File: src/rtl/vga_tile_scanner.sv
// Purpose: 640x480@60 raster front end; walks the 80x60 grid of 8x8 tiles, fetches tile codes from VRAM and drives VGA pins.
// Latency: 2 pixel-enables from counter position to pins, identical for colour and sync.
// Backpressure: none; free-running raster, VRAM and decoder must answer within one pixel period.
//
// Ports: clk/rst (sync, active-high); vram_addr/vram_data tile fetch; dec_num/dec_x/dec_y to the
// colour decoder and dec_data back from it; vga_r/g/b, vga_hs/vga_vs (active low) pins;
// frame_start one-clk pulse when position (0,0) is taken into the pipeline.
module vga_tile_scanner #(
    parameter int CLK_DIV  = 4,
    parameter int H_ACTIVE = 640,
    parameter int H_FP     = 16,
    parameter int H_SYNC   = 96,
    parameter int H_BP     = 48,
    parameter int V_ACTIVE = 480,
    parameter int V_FP     = 10,
    parameter int V_SYNC   = 2,
    parameter int V_BP     = 33,
    parameter int TILES_X  = 80
) (
    input  logic        clk,
    input  logic        rst,
    output logic [12:0] vram_addr,
    input  logic [7:0]  vram_data,
    output logic [7:0]  dec_num,
    output logic [2:0]  dec_x,
    output logic [2:0]  dec_y,
    input  logic [11:0] dec_data,
    output logic [3:0]  vga_r,
    output logic [3:0]  vga_g,
    output logic [3:0]  vga_b,
    output logic        vga_hs,
    output logic        vga_vs,
    output logic        frame_start
);
    localparam int H_TOTAL = H_ACTIVE + H_FP + H_SYNC + H_BP;
    localparam int V_TOTAL = V_ACTIVE + V_FP + V_SYNC + V_BP;
    localparam int DIV_W   = (CLK_DIV > 1) ? $clog2(CLK_DIV) : 1;
    localparam int H_W     = $clog2(H_TOTAL);
    localparam int V_W     = $clog2(V_TOTAL);
    localparam logic [12:0] TILE_MUL = 13'(TILES_X);
    localparam logic [7:0]  BG_CODE  = 8'h09;

    logic [DIV_W-1:0] div;
    logic             pix_en;
    logic [H_W-1:0]   h;
    logic [V_W-1:0]   v;
    logic             active0;
    logic             hs0;
    logic             vs0;
    logic [12:0]      tile_addr;
    logic [2:0]       h1;
    logic [2:0]       v1;
    logic             active1;
    logic             hs1;
    logic             vs1;

    // Row base = tile_row * TILES_X built only from shifted adds of the set bits
    // of the constant (80 -> row<<6 + row<<4), so no multiplier is inferred.
    function automatic logic [12:0] times_tiles_x(input logic [12:0] row);
        logic [12:0] acc;
        acc = '0;
        for (int i = 0; i < 13; i++) begin
            if (TILE_MUL[i]) acc = acc + (row << i);
        end
        return acc;
    endfunction

    // With CLK_DIV=1 div is a single bit held at 0, so pix_en is constantly high.
    assign pix_en = (div == DIV_W'(CLK_DIV - 1));

    // Stage 0 decode: line/frame order is active, front porch, sync, back porch.
    always_comb begin
        active0   = (h < H_W'(H_ACTIVE)) && (v < V_W'(V_ACTIVE));
        hs0       = !((h >= H_W'(H_ACTIVE + H_FP)) && (h < H_W'(H_ACTIVE + H_FP + H_SYNC)));
        vs0       = !((v >= V_W'(V_ACTIVE + V_FP)) && (v < V_W'(V_ACTIVE + V_FP + V_SYNC)));
        tile_addr = times_tiles_x(13'(v >> 3)) + 13'(h >> 3);
    end

    always_ff @(posedge clk) begin
        if (rst) begin
            div <= '0;
            h   <= '0;
            v   <= '0;
        end else if (pix_en) begin
            div <= '0;
            if (h == H_W'(H_TOTAL - 1)) begin
                h <= '0;
                v <= (v == V_W'(V_TOTAL - 1)) ? '0 : v + 1'b1;
            end else begin
                h <= h + 1'b1;
            end
        end else begin
            div <= div + 1'b1;
        end
    end

    // Stage 1/2 pipeline. Sync is carried through the same two registers as the
    // colour so hs/vs stay aligned with the pixel they belong to on the pins.
    // Stage-1 sync copies reset to the inactive (high) level so pins never glitch low.
    always_ff @(posedge clk) begin
        if (rst) begin
            vram_addr   <= '0;
            h1          <= '0;
            v1          <= '0;
            active1     <= 1'b0;
            hs1         <= 1'b1;
            vs1         <= 1'b1;
            vga_r       <= '0;
            vga_g       <= '0;
            vga_b       <= '0;
            vga_hs      <= 1'b1;
            vga_vs      <= 1'b1;
            frame_start <= 1'b0;
        end else begin
            // Pulses in the clk after the pixel edge that moves (0,0) into stage 1;
            // on non-pixel edges pix_en is low so the pulse is exactly one clk wide.
            frame_start <= pix_en && (h == '0) && (v == '0);
            if (pix_en) begin
                vram_addr <= active0 ? tile_addr : '0;
                h1        <= h[2:0];
                v1        <= v[2:0];
                active1   <= active0;
                hs1       <= hs0;
                vs1       <= vs0;
                {vga_r, vga_g, vga_b} <= active1 ? dec_data : 12'h000;
                vga_hs    <= hs1;
                vga_vs    <= vs1;
            end
        end
    end

    // Blanking feeds the decoder the background code; the pins are forced black anyway.
    assign dec_num = active1 ? vram_data : BG_CODE;
    assign dec_x   = h1;
    assign dec_y   = v1;

endmodule

File: config.mk
export PLATFORM = sky130hd
export DESIGN_NAME = vga_tile_scanner
export DESIGN_NICKNAME = d
export VERILOG_FILES = /design/src/rtl/vga_tile_scanner.sv
export SDC_FILE = /design/constraint.sdc
export NUM_CORES = 1
export LEC_CHECK = 0
export BUFFER_PORTS_ARGS = -buffer_cell sky130_fd_sc_hd__buf_2
export CORE_UTILIZATION = 45
export CTS_CLUSTER_DIAMETER = 30
export DETAILED_ROUTE_END_ITERATION = 8
export PLACE_DENSITY = 0.79
export SYNTH_ARGS = -nofsm -noshare
export SYNTH_HDL_FRONTEND = slang
export SYNTH_SLANG_ARGS = --single-unit
File: constraint.sdc
create_clock -name clk -period 4.9 [get_ports clk]
set_input_delay 1.225 -clock clk [delete_from_list [all_inputs] [get_ports clk]]
set_output_delay 1.225 -clock clk [all_outputs]
set_load 0.02 [all_outputs]
==> reports/qor.yml, run 1 <==
status: "finished, final reports clean"
synth_area_per_cell_um2: 9.60
hp-start: "div[0]$_SDFF_PP0_"
synth_top_area_share_pct: 43.0
fill_cells: 535
cap_violations: 0
worst_pin_slew_ps: 948
grt_pass1_vias: 2106
mostFrequentLayoutCells: "63 x buf_2, 59 x dfxtp_1, 27 x nor2_1"
p_comb_share_pct: 4.3
synth_edf_count: 0
yosysSeqAreaShare_pct: 43.0
globalplace.congestion: 0.898
ys_seq_elements: 59
antenna_found_initial: 0
p_sw_share_pct: 19.4
track_usage_pct: 19.8
maxSlewViolCount: 0
die_area_um2: 6420
initial_core_util_pct: 46.4
syn_to_final_growth_pct: 22.4
hold_buffers: 0
hold_viol: 0
rr_worst_depth: 5
cts_num_sinks: 59
post_cts_buffers: 0
tns_ps: 0
power.leakage_nw: 1.56
hpwl_mm: 4.06
synthesis.area_um2: 2750
drc: 0
nets: 386
io_buffer_count: 63
r2r_end: "v[2]$_SDFFE_PP0P_"
seqPwrFrac_pct: 42.8
switching_power_mw: 0.221
grt_overflow_total: 0
cp_common_cell: "buf_2"
crit_fanout: 1
min_period_ps: 2840
slowest_delay_ps: 150
die-height_um: 80.1
drt_wl_total_mm: 5.76
synth_cells: 286
htreeDepth: 3
critPathKind: "in2out"
clkTransAtPathRegs_ps: 60
firstDrtPassIters: 4
wire_per_inst_um: 13.6
crit_required_ps: 3670
min_path_cells: 1
dieWidth_um: 80.1
antenna_cells: 0
boundaryPins: 64
cts_resized: 0
drive_gt1_share_pct: 24.6
synthTopCellsByArea: "dfxtp_1 43%, ha_1 8.2%, a22o_1 7.3%, nor2_1 3.7%, mux2i_1 2.6%"
p_clk_share_pct: 53.0
fp-row-count: 28
slew_headroom_pct: 36.8
clock_latency_ps: 340
synth_cell_types: 47
intPower_mw: 0.922
ant_nets: 0
powerDensity_nw_per_um2: 340
grt_max_degree: 24
fmax_ghz: 0.353
cp_data_arrival_time_ps: 1610
path_cells: "buf_2, and2_1, buf_2"
fin_skew_ps: 5.89
clock_path_buffers: 2
layout_commonest_cell: "buf_2"
power_mw: 1.14
vias: 2305
numCtsBuffers: 9
fin_crit_sh_pct: 57.9
end_kind: "output port"
vias_per_cell: 5.44
finalSetupViolations: 0
root_buffer: "clkbuf_8"
synthFlopType: "dfxtp_1"
worstHoldEndpoint: "div[0]$_SDFF_PP0_"
yosys.area.top_type: "dfxtp_1"
ys_warn_count: 0
worst_setup_path_start_kind: "primary input"
cpMaxStageDelayCell: "buf_2"
drt_first_iter_violations: 107
rsz0062_at_grt: "no"
rrSetupSlack_ps: 2180
synth.net_count: 328
core-area_um2: 5920
r2r-start: "div[0]$_SDFF_PP0_"
vdd_ir_drop_max_uv: 191
hold_path_class: "reg2reg"
cts_tree: "built"
ys_async_sr_fraction_pct: 0
grt_pass1_wl_mm: 9.51
-- metal layers --
metal	GRT usage, %	share of wire (%)	vias up
met3	8.18	8.2	10
met5	0	0	-
met1	23.2	46	1054
met2	31.5	44	92
li1	-	-	1149
met4	8.39	2.1	0
-- cell type report --
type	instances	area [µm²]	share of cell area, %
Clock inverter	4	120	3.57
Sequential cell	59	1180	35.1
Timing Repair Buffer	64	323	9.60
Tap cell	75	93.8	2.79
Inverter	10	37.5	1.12
Multi-Input combinational cell	200	1450	43.2
Clock buffer	12	155	4.61
-- worst max-delay path, delay by kind of cell --
family	cells	cell delay (ps)
buf+inv	2	250
simple gates	1	140
-- cell usage after synthesis (5+ instances only) --
cell type	n
nor2_1	27
inv_1	10
dfxtp_1	59
and2_1	7
or3_1	5
a21oi_1	11
nand4_1	8
nand3_1	7
nand2_1	10
a22o_1	23
a21o_1	6
o21ai_0	9
clkbuf_1	9
xnor2_1	7
xor2_1	6
mux2i_1	7
nor3_1	6
ha_1	18
-- kinds of logic after synthesis --
| group | share of synthesized area, % |
|---|---|
| flops | 43.0 |
| simple gates | 20.5 |
| fa+ha+maj | 9.66 |
| buf+inv | 4.15 |
| compound gates | 16.0 |
| mux | 2.55 |
| xor+xnor | 4.15 |
-- flip-flops by register name (all words and copies together), names as in the netlist --
signal and count:
vga_g 4, frame_start 1, div 2, vs1 1, dec_x 3, vga_b 4, vram_addr 13, h 10
hs1 1, dec_y 3, vga_hs 1, vga_r 4, vga_vs 1, v 10, active1 1
-- through the flow --
step                hold slack (ps)  setup slack [ps]  cell area (µm²)  std cells  utilization, %
floorplan                       404              2230             2750        286               -
global placement                414              1950             3090        408            52.1
detailed placement              423              1900             3090        408            52.1
CTS                             433              2060             3360        424            56.8
global route                    459              1950             3360        424            56.8
finish                          434              2060             3360        424            56.8
-- how the worst max path moves through the flow --
stage | startpoint | to | slack [ps]
6_report | vram_data[7] | dec_num[7] | 2060
5_1_grt | div[0]$_SDFF_PP0_ | v[2]$_SDFFE_PP0P_ | 1950
4_1_cts | vram_data[4] | dec_num[4] | 2060
3_5_place_dp | rst | vram_addr[10]$_SDFFE_PP0P_ | 1900
3_3_place_gp | rst | vram_addr[10]$_SDFFE_PP0P_ | 1950
2_1_floorplan | vram_data[1] | dec_num[1] | 2230
-- power by group through the flow --
| stage | logic (mW) | registers (mW) | clock network [mW] |
|---|---|---|---|
| 4_1_cts | 0.0490 | 0.489 | 0.621 |
| 3_5_place_dp | 0.0486 | 0.500 | 0 |
| 5_1_grt | 0.0537 | 0.490 | 0.645 |
| 3_3_place_gp | 0.0475 | 0.500 | 0 |
| 6_report | 0.0489 | 0.489 | 0.606 |
| 2_1_floorplan | 0.0284 | 0.501 | 0 |
No activity file was read; power rests on OpenSTA's default activity.
==> inputs of run 2 (changes only) <==
Settings changed: ABC_AREA set to 1, PLACE_DENSITY 0.79 to 0.81.
Clock period 4.9 ns to 2.6 ns, I/O delays scaled along.
==> reports/qor.yml, run 2 <==
status: "finished, final reports clean"
vdd_ir_drop_max_uv: 421  # +120%
synth_cells: 356  # +24%
whs_ps: 421  # -12.6 ps
core-area_um2: 6030  # +1.8%
post_cts_buffers: 0  # unchanged
clock_latency_ps: 350  # about the same
rrSetupSlack_ps: 370  # -1810 ps
vias_per_cell: 5.11  # -6.0%
layout_commonest_cell: "nand2_1"
end_kind: "flop"
fp-row-count: 28  # unchanged
grt_pass1_vias: 2195  # +4.2%
fin_skew_ps: 8.60  # +2.70 ps
fin_util_pct: 57.9  # +1.1 points
yosysSeqAreaShare_pct: 41.3  # -1.7 points
powerDensity_nw_per_um2: 588  # +73%
reg.largest.list: "vram_addr x13, h x10, v x10"
pre_cts_ws_ps: 379  # -1520 ps
die-height_um: 81.7  # +2.0%
power_mw: 2.05  # +79%
synth.most_common_cell: "nand2_1"
synth_cell_types: 40  # -15%
drive_gt1_share_pct: 25.7  # +1.1 points
globalplace.congestion: 0.970  # +8.1%
nets: 465  # +20%
cts_resized: 0  # unchanged
ant_nets: 0  # unchanged
initial_core_util_pct: 47.4  # +1.1 points
ys_seq_elements: 59  # unchanged
critPathKind: "reg2reg"
crit_required_ps: 2890  # -780 ps
hold_path_class: "reg2reg"
crit_fanout: 6  # +5
hpwl_mm: 4.52  # +11%
fin_crit_sh_pct: 85.8
tns_ps: 0  # unchanged
clock_path_buffers: 2  # unchanged
hold_buffers: 0  # unchanged
r2r-start: "v[3]$_SDFFE_PP0P_"
startpoint: "v[3]$_SDFFE_PP0P_"
synth_edf_count: 0  # unchanged
drc: 0  # unchanged
cts_num_sinks: 59  # unchanged
multi_input_area_um2: 1450  # +0.17%
fmax_ghz: 0.448
synthesis.area_um2: 2860  # +4.1%
clkTransAtPathRegs_ps: 70  # about the same
cap_violations: 0  # unchanged
drt_wl_total_mm: 6.15  # +6.8%
vias: 2571  # +12%
syn_to_final_growth_pct: 22.0
cts_tree: "built"
cp_data_arrival_time_ps: 2520  # +910 ps
synthFlopType: "dfxtp_1"
mostFrequentLayoutCells: "80 x nand2_1, 63 x buf_2, 59 x dfxtp_1"
root_buffer: "clkbuf_8"
worst_pin_slew_ps: 452  # -496 ps
grt_max_degree: 29  # +21%
netlist_top_cells_count: "80 x nand2_1, 59 x dfxtp_1, 40 x inv_1, 23 x nor2_1, 19 x a21oi_1"
rr_worst_depth: 11  # +6
r2r_end: "vram_addr[11]$_SDFFE_PP0P_"
rsz0062_at_grt: "no"
dieWidth_um: 81.7  # +2.0%
antenna_found_initial: 0  # unchanged
fill_cells: 545  # +1.9%
top_register: "vram_addr"
antenna_cells: 0  # unchanged
min_period_ps: 2230
io_buffer_count: 63  # unchanged
synth_area_per_cell_um2: 8.03  # -16%
drt_first_iter_violations: 127  # +19%
wire_per_inst_um: 12.2  # -10%
worst_setup_path_start_kind: "flop"
fin_cells: 503  # +19%
finalSetupViolations: 0  # unchanged
die_area_um2: 6680  # +4.0%
numCtsBuffers: 9  # unchanged
yosys.area.top_type: "dfxtp_1"
largest_reg_flops: 13  # unchanged
ys_warn_count: 0  # unchanged
synth.net_count: 398  # +21%
maxSlewViolCount: 0  # unchanged
hp-start: "div[0]$_SDFF_PP0_"
grt_overflow_total: 0  # unchanged
worstHoldEndpoint: "div[0]$_SDFF_PP0_"
power.leakage_nw: 1.69  # +8.6%
boundaryPins: 64  # unchanged
min_path_cells: 1  # unchanged
place_area_um2: 3240  # +4.9%
dpl.cell_count: 487  # +19%
track_usage_pct: 19.4  # -0.36 points
setup_ws_ps: 369  # -1690 ps
regArea_um2: 1180  # unchanged
final_cell_area_um2: 3490  # +3.7%
synth_top_area_share_pct: 41.3  # -1.7 points
hold_viol: 0  # unchanged
firstDrtPassIters: 4  # unchanged
htreeDepth: 3  # unchanged
slew_headroom_pct: 69.9  # +33 points
ys_async_sr_fraction_pct: 0  # unchanged
synthTopCellsByArea: "dfxtp_1 41%, nand2_1 11%, ha_1 7.9%, inv_1 5.3%, a32o_1 4.2%"
grt_pass1_wl_mm: 9.65  # +1.5%
[run 2: worst max path at each step]
stage	depth (start not counted)	slack, ps	end
after floorplan	10	560	vram_addr[11]$_SDFFE_PP0P_
after global placement	10	480	vram_addr[11]$_SDFFE_PP0P_
after detailed placement	11	380	vram_addr[11]$_SDFFE_PP0P_
after CTS	11	350	vram_addr[11]$_SDFFE_PP0P_
after global routing	11	190	vram_addr[11]$_SDFFE_PP0P_
final	11	370	vram_addr[11]$_SDFFE_PP0P_
[run 2: report_power, final]
group          switching (mW)  total [mW]  leakage [nW]  internal (mW)
clock network           0.391        1.03         0.120          0.644
logic                  0.0656      0.0994          1.10         0.0338
registers             0.00412       0.916         0.476          0.912
total                   0.460        2.05          1.69           1.59
[run 2: cell type report]
| type | instances | share of cell area (%) |
|---|---|---|
| clock inverter | 7 | 3.55 |
| clock buffer | 9 | 3.55 |
| sequential | 59 | 33.9 |
| timing repair buffer | 66 | 9.69 |
| multi-input combinational | 241 | 41.7 |
| inverter | 46 | 4.95 |
| tap | 75 | 2.69 |
[run 2: metal layers]
layer / wire length, µm / vias to the layer above / GRT usage [%]
met5: 0 / - / 0
met4: 146 / 0 / 9.47
met3: 408 / 14 / 5.89
met2: 2740 / 83 / 30.5
met1: 2850 / 1145 / 24.0
li1: - / 1329 / -
[run 2: logic make-up (layout without fill, tap and decap cells)]
family	count (synthesis)	in the layout	share of synthesized area [%]
simple gates	155	155	25.6
buf+inv	56	128	7.92
fa+ha+maj	20	20	9.28
flops	59	59	41.3
xor+xnor	6	6	1.84
compound gates	60	60	14.0
[run 2: critical path: stages (launching register included)]
cell and delay [ps]:
dfxtp_1 460, inv_1 130, fa_1 510, inv_1 70
fa_1 460, nand3_1 100, nand2_1 80, nand2_1 60
nand2_1 70, a21oi_2 110, o21ai_1 70, nand2_1 60
==> inputs of run 3 (changes only) <==
Settings changed: PLACE_DENSITY 0.81 to 0.74.
Clock period 2.6 ns to 2.15 ns, I/O delays scaled along.
==> reports/qor.yml, run 3 (synthesis gave the netlist of run 2 again) <==
cts_tree: "built"
clock_latency_ps: 340  # about the same
slowest_delay_ps: 500  # about the same
hpwl_mm: 4.62  # +2.2%
min_period_ps: 2000  # -228 ps
grt_pass1_wl_mm: 10.0  # +3.9%
worst_pin_slew_ps: 478  # +26.4 ps
track_usage_pct: 20.1  # +0.76 points
path_delay_family: "adder cells"
seqPwrFrac_pct: 51.7  # +7.0 points
antenna_found_initial: 0  # unchanged
drc: 0  # unchanged
worst_setup_path_start_kind: "flop"
intPower_mw: 1.62  # +2.0%
core-area_um2: 6030  # unchanged
slew_headroom_pct: 68.1  # -1.8 points
antenna_cells: 0  # unchanged
nets: 469  # +0.86%
finalSetupViolations: 0  # unchanged
maxSlewViolCount: 0  # unchanged
numCtsBuffers: 9  # unchanged
cts_num_sinks: 59  # unchanged
crit_required_ps: 2390  # -500 ps
hold_viol: 0  # unchanged
cts_resized: 0  # unchanged
post_cts_buffers: 0  # unchanged
hold_path_class: "reg2reg"
grt_pass1_vias: 2167  # -1.3%
clkTransAtPathRegs_ps: 70  # about the same
power.leakage_nw: 1.68  # -0.76%
vdd_ir_drop_max_uv: 358  # -15%
vias_per_cell: 5.06  # -0.98%
root_buffer: "clkbuf_8"
syn_to_final_growth_pct: 20.7
critPathKind: "reg2reg"
cpMaxStageDelayCell: "fa_1"
initial_core_util_pct: 47.4  # unchanged
top_register: "vram_addr"
dieWidth_um: 81.7  # unchanged
critPathBufInv: 2  # unchanged
fin_skew_ps: 6.53  # -2.06 ps
vias: 2566  # -0.19%
boundaryPins: 64  # unchanged
path_cells: "inv_1, fa_1, inv_1, fa_2, nand3_1, nand2_1, nand2_1, nand2_1, o21ai_1, nand2_1"
tns_ps: 0  # unchanged
reg.largest.list: "vram_addr x13, h x10, v x10"
htreeDepth: 3  # unchanged
p_clk_share_pct: 42.6  # -7.9 points
switching_power_mw: 0.522  # +13%
fmax_ghz: 0.499  # +11%
whs_ps: 424  # +3.02 ps
final_cell_area_um2: 3450  # -1.0%
drive_gt1_share_pct: 26.4  # +0.69 points
layout_commonest_cell: "nand2_1"
grt_max_degree: 27  # -6.9%
p_comb_share_pct: 5.7  # +0.9 points
firstDrtPassIters: 4  # unchanged
drt_wl_total_mm: 6.33  # +2.9%
status: "finished, final reports clean"
clock_path_buffers: 2  # unchanged
drt_first_iter_violations: 125  # -1.6%
fp-row-count: 28  # unchanged
cp_data_arrival_time_ps: 2240  # -280 ps
grt_overflow_total: 0  # unchanged
fin_crit_sh_pct: 93.2  # +7.4 points
io_buffer_count: 63  # unchanged
cap_violations: 0  # unchanged
ant_nets: 0  # unchanged
rsz0062_at_grt: "no"
hold_buffers: 0  # unchanged
wire_per_inst_um: 12.5  # +2.1%
place_area_um2: 3270  # +0.93%
powerDensity_nw_per_um2: 621  # +5.6%
crit_fanout: 3  # -3
largest_reg_flops: 13  # unchanged
p_sw_share_pct: 24.4  # +1.9 points
end_kind: "flop"
globalplace.congestion: 0.861  # -11%
die-height_um: 81.7  # unchanged
die_area_um2: 6680  # unchanged
mostFrequentLayoutCells: "80 x nand2_1, 63 x buf_2, 59 x dfxtp_1"
cp_common_cell: "nand2_1"
-- run 3: per-layer routing --
layer	GRT usage [%]	share of wire (%)	up-vias
li1	-	-	1328
met1	26.9	48	1142
met2	29.7	43	83
met3	5.44	6.9	13
met4	10.4	2.2	0
met5	0	0	-
-- run 3: path summary, 6_finish.rpt --
check	cells past startpoint	startpoint	slack (ps)	end
min	1	div[0]$_SDFF_PP0_	420	div[0]$_SDFF_PP0_
max	10	v[3]$_SDFFE_PP0P_	150	vram_addr[11]$_SDFFE_PP0P_
min reg2reg	1	div[0]$_SDFF_PP0_	420	div[0]$_SDFF_PP0_
max reg2reg	10	v[3]$_SDFFE_PP0P_	150	vram_addr[11]$_SDFFE_PP0P_
-- run 3: power by group through the flow --
| stage | clock [mW] | sequential [mW] | combinational (mW) |
|---|---|---|---|
| final | 0.913 | 1.11 | 0.122 |
| after CTS | 0.935 | 1.11 | 0.123 |
| after detailed placement | 0 | 1.13 | 0.122 |
| after floorplan | 0 | 1.14 | 0.0733 |
| after global placement | 0 | 1.13 | 0.119 |
| after global routing | 0.985 | 1.11 | 0.136 |
-- run 3: worst reg2reg max path, delay by kind of cell (launching register included) --
| family | cells | cell delay [ps] |
|---|---|---|
| buffers and inverters | 2 | 160 |
| flip-flops | 1 | 340 |
| AND/OR/NAND/NOR | 5 | 380 |
| AO/OA/AOI/OAI | 1 | 120 |
| adder cells (fa/ha/maj) | 2 | 900 |
-- run 3: per-stage QoR --
step	instances	setup WS, ps	power, mW	util, %
5_1_grt	507	37.6	2.23	57.3
4_1_cts	507	84.7	2.17	57.2
3_3_place_gp	491	157	1.25	54.3
2_1_floorplan	356	108	1.21	-
6_report	507	147	2.14	57.3
3_5_place_dp	491	104	1.26	54.3
-- run 3: final cells by class --
| cell class | instances | area (µm²) |
|---|---|---|
| tap | 75 | 93.8 |
| clock buffer | 12 | 155 |
| clock inverter | 4 | 25.0 |
| multi-input combinational | 241 | 1460 |
| timing repair buffer | 70 | 368 |
| inverter | 46 | 173 |
| sequential | 59 | 1180 |
| fill | 551 | 2570 |
